**src/rtl/fc_pkg.sv**
```systemverilog
// Shared definitions for the fully-connected layer output stage.
package fc_pkg;

    // Default geometry of the classifier head.
    localparam int FC_WORD_SIZE   = 16;
    localparam int FC_IDX_SIZE    = 4;
    localparam int FC_NUM_CLASSES = 10;

    // Argmax sequencer control states.
    typedef enum logic [1:0] {
        IDLE = 2'd0,
        SCAN = 2'd1,
        DONE = 2'd2
    } argmax_state_t;

endpackage : fc_pkg

```
**src/rtl/fc_argmax_sequencer_comparator.sv**
```systemverilog
// Two-input max comparator shared by the FC stage. Returns the larger
// operand with its index. X2 is kept on ties, so when X2 is the running
// maximum the earliest class index survives equal scores.
module Comparator #(
    parameter int WORD_SIZE = 16,
    parameter int IDX_SIZE  = 4
) (
    input  logic [WORD_SIZE-1:0] X1,
    input  logic [IDX_SIZE-1:0]  indexX1,
    input  logic [WORD_SIZE-1:0] X2,
    input  logic [IDX_SIZE-1:0]  indexX2,
    output logic [WORD_SIZE-1:0] Y,
    output logic [IDX_SIZE-1:0]  indexY
);

    // Unsigned strict-greater select; X1 only wins when strictly larger.
    always_comb begin
        if (X1 > X2) begin
            Y      = X1;
            indexY = indexX1;
        end else begin
            Y      = X2;
            indexY = indexX2;
        end
    end

endmodule : Comparator

```
**src/rtl/fc_argmax_sequencer.sv**
```systemverilog
// Running-maximum scan over the FC score stream. Accepts NUM_CLASSES
// scores, one per handshake, and presents the winning score and class
// index on a ready/valid result port.
module fc_argmax_sequencer
    import fc_pkg::*;
#(
    parameter int WORD_SIZE   = FC_WORD_SIZE,
    parameter int IDX_SIZE    = FC_IDX_SIZE,
    parameter int NUM_CLASSES = FC_NUM_CLASSES
) (
    input  logic                 clk,
    input  logic                 rst,
    input  logic                 start,
    input  logic                 in_valid,
    output logic                 in_ready,
    input  logic [WORD_SIZE-1:0] in_data,
    output logic                 out_valid,
    input  logic                 out_ready,
    output logic [WORD_SIZE-1:0] max_val,
    output logic [IDX_SIZE-1:0]  max_idx,
    output logic                 busy
);

    // Index of the final beat; the scan ends here so cnt never wraps.
    localparam logic [IDX_SIZE-1:0] LAST_IDX = IDX_SIZE'(NUM_CLASSES - 1);

    argmax_state_t        state_q, state_d;
    logic [IDX_SIZE-1:0]  cnt_q, cnt_d;
    logic [WORD_SIZE-1:0] max_val_q, max_val_d;
    logic [IDX_SIZE-1:0]  max_idx_q, max_idx_d;

    logic [WORD_SIZE-1:0] cmp_val;
    logic [IDX_SIZE-1:0]  cmp_idx;
    logic                 beat;

    // New score on X1 against the running maximum on X2.
    Comparator #(
        .WORD_SIZE (WORD_SIZE),
        .IDX_SIZE  (IDX_SIZE)
    ) u_cmp (
        .X1      (in_data),
        .indexX1 (cnt_q),
        .X2      (max_val_q),
        .indexX2 (max_idx_q),
        .Y       (cmp_val),
        .indexY  (cmp_idx)
    );

    // Handshake outputs decode straight from state, so there is no
    // combinational path from in_valid/out_ready back to ready/valid.
    assign in_ready  = (state_q == SCAN);
    assign out_valid = (state_q == DONE);
    assign busy      = (state_q != IDLE);
    assign max_val   = max_val_q;
    assign max_idx   = max_idx_q;
    assign beat      = in_valid & in_ready;

    // Next-state, beat counter and result register update.
    always_comb begin
        state_d   = state_q;
        cnt_d     = cnt_q;
        max_val_d = max_val_q;
        max_idx_d = max_idx_q;
        unique case (state_q)
            IDLE: begin
                if (start) begin
                    state_d = SCAN;
                    cnt_d   = '0;
                end
            end
            SCAN: begin
                if (beat) begin
                    // First beat seeds the maximum; later beats go through
                    // the comparator.
                    if (cnt_q == '0) begin
                        max_val_d = in_data;
                        max_idx_d = '0;
                    end else begin
                        max_val_d = cmp_val;
                        max_idx_d = cmp_idx;
                    end
                    if (cnt_q == LAST_IDX) begin
                        state_d = DONE;
                    end else begin
                        cnt_d = cnt_q + IDX_SIZE'(1);
                    end
                end
            end
            DONE: begin
                if (out_ready) begin
                    state_d = IDLE;
                end
            end
            default: begin
                state_d = IDLE;
            end
        endcase
    end

    // State and datapath registers with synchronous reset.
    always_ff @(posedge clk) begin
        if (rst) begin
            state_q   <= IDLE;
            cnt_q     <= '0;
            max_val_q <= '0;
            max_idx_q <= '0;
        end else begin
            state_q   <= state_d;
            cnt_q     <= cnt_d;
            max_val_q <= max_val_d;
            max_idx_q <= max_idx_d;
        end
    end

endmodule : fc_argmax_sequencer

```
**config.mk**
```make
export PLATFORM = sky130hd
export DESIGN_NAME = fc_argmax_sequencer
export DESIGN_NICKNAME = d
export VERILOG_FILES = /design/src/rtl/fc_pkg.sv /design/src/rtl/fc_argmax_sequencer_comparator.sv /design/src/rtl/fc_argmax_sequencer.sv
export SDC_FILE = /design/constraint.sdc
export NUM_CORES = 1
export LEC_CHECK = 0
export ABC_AREA = 1
export BUFFER_PORTS_ARGS = -buffer_cell sky130_fd_sc_hd__buf_2
export CORE_ASPECT_RATIO = 0.75
export CORE_UTILIZATION = 40
export CTS_CLUSTER_SIZE = 20
export DETAILED_ROUTE_END_ITERATION = 10
export GPL_TIMING_DRIVEN = 1
export HOLD_SLACK_MARGIN = 0.06
export SETUP_SLACK_MARGIN = 0.4
export SYNTH_ARGS = -nofsm -noshare
export SYNTH_HDL_FRONTEND = slang
export SYNTH_SLANG_ARGS = --single-unit
export TNS_END_PERCENT = 100
```
**constraint.sdc**
```tcl
create_clock -name clk -period 1.8 [get_ports clk]
set_input_delay 0.27 -clock clk [delete_from_list [all_inputs] [get_ports clk]]
set_output_delay 0.27 -clock clk [all_outputs]
set_load 0.02 [all_outputs]
```
* Word-level counts from Yosys, hierarchy flattened *
Index checks and enable logic that the tools add are counted.

storage, ports and cells
  bits in registers = 26
  input bits = 21

operators by class
  $add $sub $neg = 1
  $lt $le $gt $ge = 1
  equal/unequal tests = 8
  multiplexer cells = 13
  bitwise gates (word level) = 1
  reduce and logical (&&, ||, !) cells = 8

operators with widths
  kind                                                    number
  two-way mux 16 bit                                      2
  two-way mux 4 bit                                       5
  greater-than comparator 16 bit                          1
  two-way mux 2 bit                                       4
  case mux 4 bit (2 select lines)                         1
  AND reduction 4 bit                                     2
  inequality test 2 x 1 -> 1 bit (second input constant)  3
  case mux 2 bit (3 select lines)                         1
  nonzero test 2 bit                                      3
  adder 4 x 1 -> 4 bit (second input constant)            1
  == test 4 bit (second input constant)                   1
  zero test 4 bit                                         1
  inequality test 2 bit (second input constant)           2
  AND reduction 3 bit                                     1
  == test 2 x 1 -> 1 bit (second input constant)          1
  == test 2 bit (second input constant)                   1
  zero test 2 bit                                         1
  bitwise AND 1 bit                                       1

* Depth between registers and ports, before layout *
Gate-level depths: netlist of the first run.

  depth after elaboration = 4
  gate-level depth with buffers = 17
  depth with buffers taken out = 16

* By module *
A second synthesis of the first run with hierarchy kept.

second synthesis, totals
  cells, all modules = 323
  area total of the unflattened synthesis = 2130.8 sq um

modules (own cells, without submodules)
  module               times used  cells each  area an instance (sq um)  sequential area each (sq um)
  fc_argmax_sequencer  1           186         1325.0                    520.5
  Comparator           1           137         805.8                     0.0

* Worst setup path before layout of the first run *
OpenSTA, ideal clock, no wires.

  kind = register to register
  start = reg max_val_q[7] (netlist: max_val[7])
  end = reg max_val_q[0] (netlist: max_val[0])
  arrival time = 1.619 ns
  path slack = 0.066 ns
  stages on the path, launching flop included = 13
  buffers on the path = 1
  path through = dfxtp_1 > inv_1 > ha_1 > a21o_1 > nor2_1 > nand2_1 > nand2_1 > nand2_1 > nand2_1 > nand2_2 > buf_6 > a21oi_1 > nor2_1

on the way
  cells in the longest elaborated chain, start to end = 3

RTL lines
  item                                  line                                  RTL
  from (decl)                           fc_argmax_sequencer.sv:29             logic [WORD_SIZE-1:0] max_val_q, max_val_d;
  from (signal assigned)                fc_argmax_sequencer.sv:110            max_val_q <= max_val_d;
  greater-than comparator 16 bit        fc_argmax_sequencer_comparator.sv:18  if (X1 > X2) begin
  nonzero test 2 bit (no source line)   -
  AND reduction 3 bit (no source line)  -

No other way between the ends.
A chain may end at the register's enable or synchronous reset.

* Worst setup path after layout of the first run *
  start = reg max_val_q[5] (netlist: max_val[5])
  end = reg max_val_q[14] (netlist: max_val[14])

The elaborated chain is that of the path after synthesis.

==> results of run 1 <==
## cells by family after synthesis
kind of cell	Yosys count	share of synthesized area
AND/OR/NAND/NOR	108	0.274
buffers and inverters	55	0.154
AO/OA/AOI/OAI	38	0.118
flip-flops	26	0.312
adder cells (fa/ha/maj)	19	0.142
## power breakdown
part,leakage (nW),switching (mW),internal [mW],total (mW)
combinational,0.948,0.336,0.284,0.620
clock,0.0228,0.190,0.159,0.349
sequential,0.225,0.0367,0.612,0.648
## area by class of cell
| class | count | area, sq um | share of cell area |
|---|---|---|---|
| clock buffer | 4 | 45.0 | 0.0177 |
| tap | 52 | 65.1 | 0.0255 |
| inverter | 45 | 171 | 0.0672 |
| sequential | 26 | 579 | 0.227 |
| timing repair buffer | 67 | 472 | 0.185 |
| multi-input combinational | 165 | 1220 | 0.478 |
## stage by stage
stage / area, sq um / worst slack, ns / utilization / cells
global placement: 2180 / 0.0120 / 0.570 / 338
detailed placement: 2180 / 0.0124 / 0.570 / 338
floorplan: 1920 / 0.188 / - / 246
CTS: 2240 / 0.0193 / 0.585 / 343
global route: 2550 / -0.124 / 0.667 / 359
finish: 2550 / 0.00202 / 0.667 / 359
## how the worst max path moves through the flow
| stage | from | end | slack (ns) | cells after the start |
|---|---|---|---|---|
| CTS | max_val[10]$_SDFFE_PP0P_ | max_val[8]$_SDFFE_PP0P_ | 0.02 | 12 |
| floorplan | max_val[5]$_SDFFE_PP0P_ | max_val[10]$_SDFFE_PP0P_ | 0.19 | 13 |
| detailed placement | in_data[10] | max_val[8]$_SDFFE_PP0P_ | 0.01 | 12 |
| global placement | max_val[5]$_SDFFE_PP0P_ | max_val[14]$_SDFFE_PP0P_ | 0.01 | 13 |
| global route | max_val[1]$_SDFFE_PP0P_ | max_idx[0]$_SDFFE_PP0P_ | -0.12 | 16 |
| finish | max_val[5]$_SDFFE_PP0P_ | max_val[14]$_SDFFE_PP0P_ | 0.002 | 13 |
## what timing repair did
item / in CTS / in global routing
gates resized for setup: 3 / 38
setup endpoints to repair: 22 / 25
pin swaps: 1 / 21
setup buffers: 1 / 12
hold endpoints to repair: 0 / 0
gates cloned: 0 / 4
## worst max-delay path, cell delays in order, from the launching register on
cell and delay (ns):
dfxtp_4 0.36, inv_2 0.04, ha_4 0.23, a21oi_2 0.10
nor2_1 0.05, nor2_2 0.13, nand2_1 0.07, nand2_1 0.06
nand2_1 0.06, nand2_2 0.11, nand2_8 0.10, clkbuf_16 0.19
a21oi_2 0.13, nor2_1 0.05
## registers in the layout, summed over array words and instances (netlist names)
name and flops:
cnt_q 4, max_val 16, max_idx 4, state_q 2
## routing by layer
metal | share of wire | wire (microns)
met5 | 0 | 0
met4 | 0.0058 | 25
met3 | 0.042 | 181
met2 | 0.46 | 1990
met1 | 0.49 | 2110
## placed cells by master (no fill, tap or decap)
| cell type | count |
|---|---|
| a21oi_2 | 23 |
| nor3_2 | 1 |
| ha_4 | 11 |
| nor2_2 | 2 |
| clkbuf_1 | 1 |
| clkbuf_8 | 3 |
| nand3_1 | 16 |
| nand2_8 | 1 |
| a211oi_1 | 1 |
| nand2_1 | 37 |
| buf_2 | 43 |
| or2_4 | 1 |
| clkbuf_16 | 3 |
| nor2_4 | 2 |
| ha_1 | 8 |
| nor2_1 | 27 |
| dfxtp_2 | 5 |
| buf_12 | 1 |
| buf_6 | 1 |
| buf_4 | 18 |
| buf_8 | 1 |
| o21ai_1 | 3 |
| o22ai_2 | 1 |
| nand3_2 | 8 |
| nand2_2 | 10 |
| inv_2 | 14 |
| dfxtp_1 | 7 |
| nor3_1 | 1 |
| dfxtp_4 | 14 |
| nand4_1 | 2 |
| a21o_1 | 1 |
| inv_4 | 1 |
| a21oi_1 | 9 |
| inv_1 | 30 |
==> flow_summary.yaml, run 1 <==
outcome:
  outcome: "finished clean"
sta:
  maxSlewHeadroom: 0.736
  hold_violations: 0
  fin_crit_ns: 1.80
  rsz0062_at_grt: "true"
  setup_viol: 0
  tns_ns: 0
  fin_crit_sh: 0.999
  skew_ns: 0.00296
  tightest_slew_ns: 0.396
  hold_ws_ns: 0.216
  slew_viol_final: 0
  max_freq_ghz: 0.556
route:
  detail_route.wl_per_cell_microns: 12.0
  drc_errors: 0
  ant_nets: 0
  via_per_inst: 4.67
  drtIter0Drc: 41
  vias: 1677
  routed_wl_microns: 4310
  drtPass1Iterations: 4
yosys:
  synth_nets: 286
  synth_flop_cell: "dfxtp_1"
  synth-async-reset-ratio: 0
  avgSynthCellArea_sq_um: 6.78
  synthDistinctLibCells: 21
  yosysMostFrequentCell: "nand2_1"
  synth-seq-cells: 26
  syn_area_sq_um: 1670
  syn_inst: 246
  synthTopCellsByArea: "dfxtp_1, ha_1, nand2_1"
  yosysSeqAreaShare: 0.312
  synth-edff-count: 0
  synth_top_area_share: 0.312
  yosys_warnings: 0
  synthTopCellsByCount: "nand2_1, inv_1, a21oi_1, nor2_1, dfxtp_1"
  yosysTopAreaCell: "dfxtp_1"
layout:
  synthToLayoutAreaGrowth_pct: 52.8
  fillers: 362
  diodes: 0
  fin_nets: 348
  drive_above_1_share: 0.534
place:
  routabilityCongestion: 0.813
  place_hpwl_microns: 2800
  port_buffers: 43
clock_tree:
  clkTransAtPathRegs_ns: 0.09
  cts_buffer_depth: 2
  cts_root_buffer: "clkbuf_8"
  clock_sinks: 26
  cts-buffers-inserted: 3
  ctsHoldBuffers: 0
  htree_levels: 1
  cts_tree: "done"
  clk_latency_ns: 0.27
pwr:
  total_power_mw: 1.62
  p_leak_nw: 1.20
  ir_drop_mv: 0.477
  power_density_nw_per_um2: 634
grt:
  antenna_found_initial: 0
  busiest_layer: "met2"
  grt_pass1_wl_microns: 6500
  groute.usage.overall: 0.183
  grt_use_met3: 0.0362
  grt_pass1_vias: 1477
  grtUsageMet1: 0.236
  grt_overflow: 0
  grt_max_degree: 30
  met2_usage: 0.318
critical_path:
  crit_path_start_kind: "register"
  r2r_cells: 13
  reg2reg_slack_ns: 0.002
  worstSetupEndpointType: "register"
  path_class: "register to register"
  critPathRequiredTime_ns: 1.98
  worstReg2RegEnd: "max_val[14]$_SDFFE_PP0P_"
  cp_max_fo: 7
  rr_startpoint: "max_val[5]$_SDFFE_PP0P_"
  arrival_ns: 1.98
die:
  start_util: 0.436
  die-area_sq_um: 4440
  num_rows: 19
  top_level_ports: 44
  die_width_microns: 76.6
  die_h_microns: 57.9
  fp.coreArea_sq_um: 3830
worst_hold_path:
  hold_path.class: "input pin to register"
  min_from: "rst"
  hold_end: "state_q[0]$_SDFFE_PP0P_"
  holdPathStages: 2
flow_run:
  drv_cap: 0
Power figures use the tool's default switching activity.
==> inputs of run 2 (changes only) <==
- CORE_UTILIZATION: 40 -> 45
- PLACE_DENSITY: unset -> 0.7
==> run 2 against run 1 <==
Effect of this change:
- flip-flop and latch count unchanged
- sequential share of layout area grew 0.054 points
- setup slack lost 0.084 ns
- combinational power fell by 3.2%
- highest routed layer unchanged
- clock skew rose by 0.0024 ns
- non-clock buffer count decreased by 6
- hold slack worse by 0.017 ns
- the flow now finishes with violations (negative setup slack)
- total power is 5.0% higher
==> flow_summary.yaml, run 2 (synthesis gave the netlist of run 1 again) <==
critical_path:
  critPathRequiredTime_ns: 1.98
  crit_path_start_kind: "register"
  path_class: "register to register"
  r2r_cells: 11
  critPathTopFamily: "simple AND/OR/NAND/NOR gates"
  slowest_stage: "dfxtp_4"
  path_buf_inv: 2
  worstSetupEndpointType: "register"
  cp_max_fo: 9
  arrival_ns: 2.06
  slowest_delay_ns: 0.37
  worstReg2RegEnd: "max_val[7]$_SDFFE_PP0P_"
  rr_startpoint: "max_val[13]$_SDFFE_PP0P_"
  cp_cell_sequence: "inv_2, ha_1, nand2_1, nor2_1, a21oi_2, nand2_1, nand2_2, nand2_8, clkbuf_16, a21oi_2, nor2_1"
  reg2reg_slack_ns: -0.08
worst_hold_path:
  min_from: "rst"
  hold_end: "state_q[0]$_SDFFE_PP0P_"
  holdPathStages: 2
  hold_path.class: "input pin to register"
grt:
  antenna_found_initial: 0
  grt_pass1_wl_microns: 5980
  groute.usage.overall: 0.195
  grt_max_degree: 23
  grt_overflow: 0
  grt_pass1_vias: 1362
sta:
  layout_setup_ws_ns: -0.0818
  tightest_slew_ns: 0.346
  fin_crit_sh: 1.05
  maxSlewHeadroom: 0.769
  hold_violations: 0
  fin_crit_ns: 1.88
  hold_ws_ns: 0.199
  slew_viol_final: 0
  max_freq_ghz: 0.531
  tns_ns: -0.941
  rsz0062_at_grt: "true"
  setup_viol: 20
  skew_ns: 0.00536
pwr:
  p_leak_nw: 1.19
  ir_drop_mv: 0.486
  total_power_mw: 1.70
  power_density_nw_per_um2: 672
layout:
  mostFrequentLayoutCell: "buf_2"
  multi_input_area_sq_um: 1190
  fillers: 295
  diodes: 0
  largest_reg_flops: 16
  synthToLayoutAreaGrowth_pct: 51.5
  final_cell_mix: "buf_2, nand2_1, inv_1, nor2_1, a21oi_2"
  fin_nets: 342
  register_area_sq_um: 576
  drive_above_1_share: 0.502
die:
  top_level_ports: 44
  num_rows: 18
  die_width_microns: 72.3
  fp.coreArea_sq_um: 3420
  die_h_microns: 54.7
  start_util: 0.488
  die-area_sq_um: 3960
clock_tree:
  cts-buffers-inserted: 3
  htree_levels: 1
  cts_buffer_depth: 2
  cts_tree: "done"
  clkTransAtPathRegs_ns: 0.10
  cts_root_buffer: "clkbuf_8"
  clk_latency_ns: 0.28
  clock_sinks: 26
route:
  drc_errors: 0
  drtIter0Drc: 48
  via_per_inst: 4.80
  vias: 1684
  ant_nets: 0
  detail_route.wl_per_cell_microns: 11.6
  routed_wl_microns: 4060
  drtPass1Iterations: 4
place:
  pre_cts_slack_ns: 0.0165
  port_buffers: 43
  routabilityCongestion: 0.790
  place_hpwl_microns: 2720
outcome:
  outcome: "finished, violations left"
  violations: "negative setup slack"
flow_run:
  drv_cap: 0
-- run 2: cell types whose count changed in the layout (fill, tap and decap cells not counted), moves of 3 or more --
cell,previous run,this run
buf_4,18,11
buf_12,1,4
nand2_1,37,41
nand2_2,10,6
-- run 2: worst max-delay path by stage --
stage	from	to	slack, ns	cells after the start
6_report	max_val[13]$_SDFFE_PP0P_	max_val[7]$_SDFFE_PP0P_	-0.08	11
3_5_place_dp	in_data[10]	max_val[14]$_SDFFE_PP0P_	0.02	12
3_3_place_gp	in_data[10]	max_val[0]$_SDFFE_PP0P_	0.05	12
5_1_grt	max_val[5]$_SDFFE_PP0P_	max_val[7]$_SDFFE_PP0P_	-0.18	13
2_1_floorplan	max_val[5]$_SDFFE_PP0P_	max_val[10]$_SDFFE_PP0P_	0.19	13
4_1_cts	max_val[10]$_SDFFE_PP0P_	max_val[14]$_SDFFE_PP0P_	0.008	12
-- run 2: metal layers --
metal,part of all wire,GRT usage,up-vias
met5,0,0,-
met4,0.0066,0.0490,0
met3,0.037,0.0405,4
met2,0.46,0.319,36
met1,0.49,0.264,754
li1,-,-,890
-- run 2: metrics by stage --
| step | cells | instance area [sq um] | util |
|---|---|---|---|
| after detailed placement | 335 | 2210 | 0.646 |
| after CTS | 339 | 2280 | 0.666 |
| final | 351 | 2530 | 0.739 |
| after global placement | 335 | 2210 | 0.646 |
| after global routing | 351 | 2530 | 0.739 |
| after floorplan | 246 | 1920 | - |
-- run 2: layout make-up --
type                            instances  share of cell area
Timing Repair Buffer                   61               0.182
Sequential cell                        26               0.228
Tap cell                               50              0.0247
Clock buffer                            4              0.0262
Inverter                               45              0.0678
Multi-Input combinational cell        165               0.472
-- run 2: power by group --
| part | switching [mW] | internal, mW | total [mW] |
|---|---|---|---|
| clock network | 0.204 | 0.243 | 0.447 |
| logic | 0.326 | 0.274 | 0.600 |
| registers | 0.0394 | 0.612 | 0.652 |
-- run 2: timing repair --
item | in CTS | in global routing
hold buffers | 0 | 0
pin swaps | 0 | 7
setup buffers | 0 | 8
gates resized for setup | 2 | 29
endpoints found under the setup margin | 22 | 25
cloned | 0 | 4
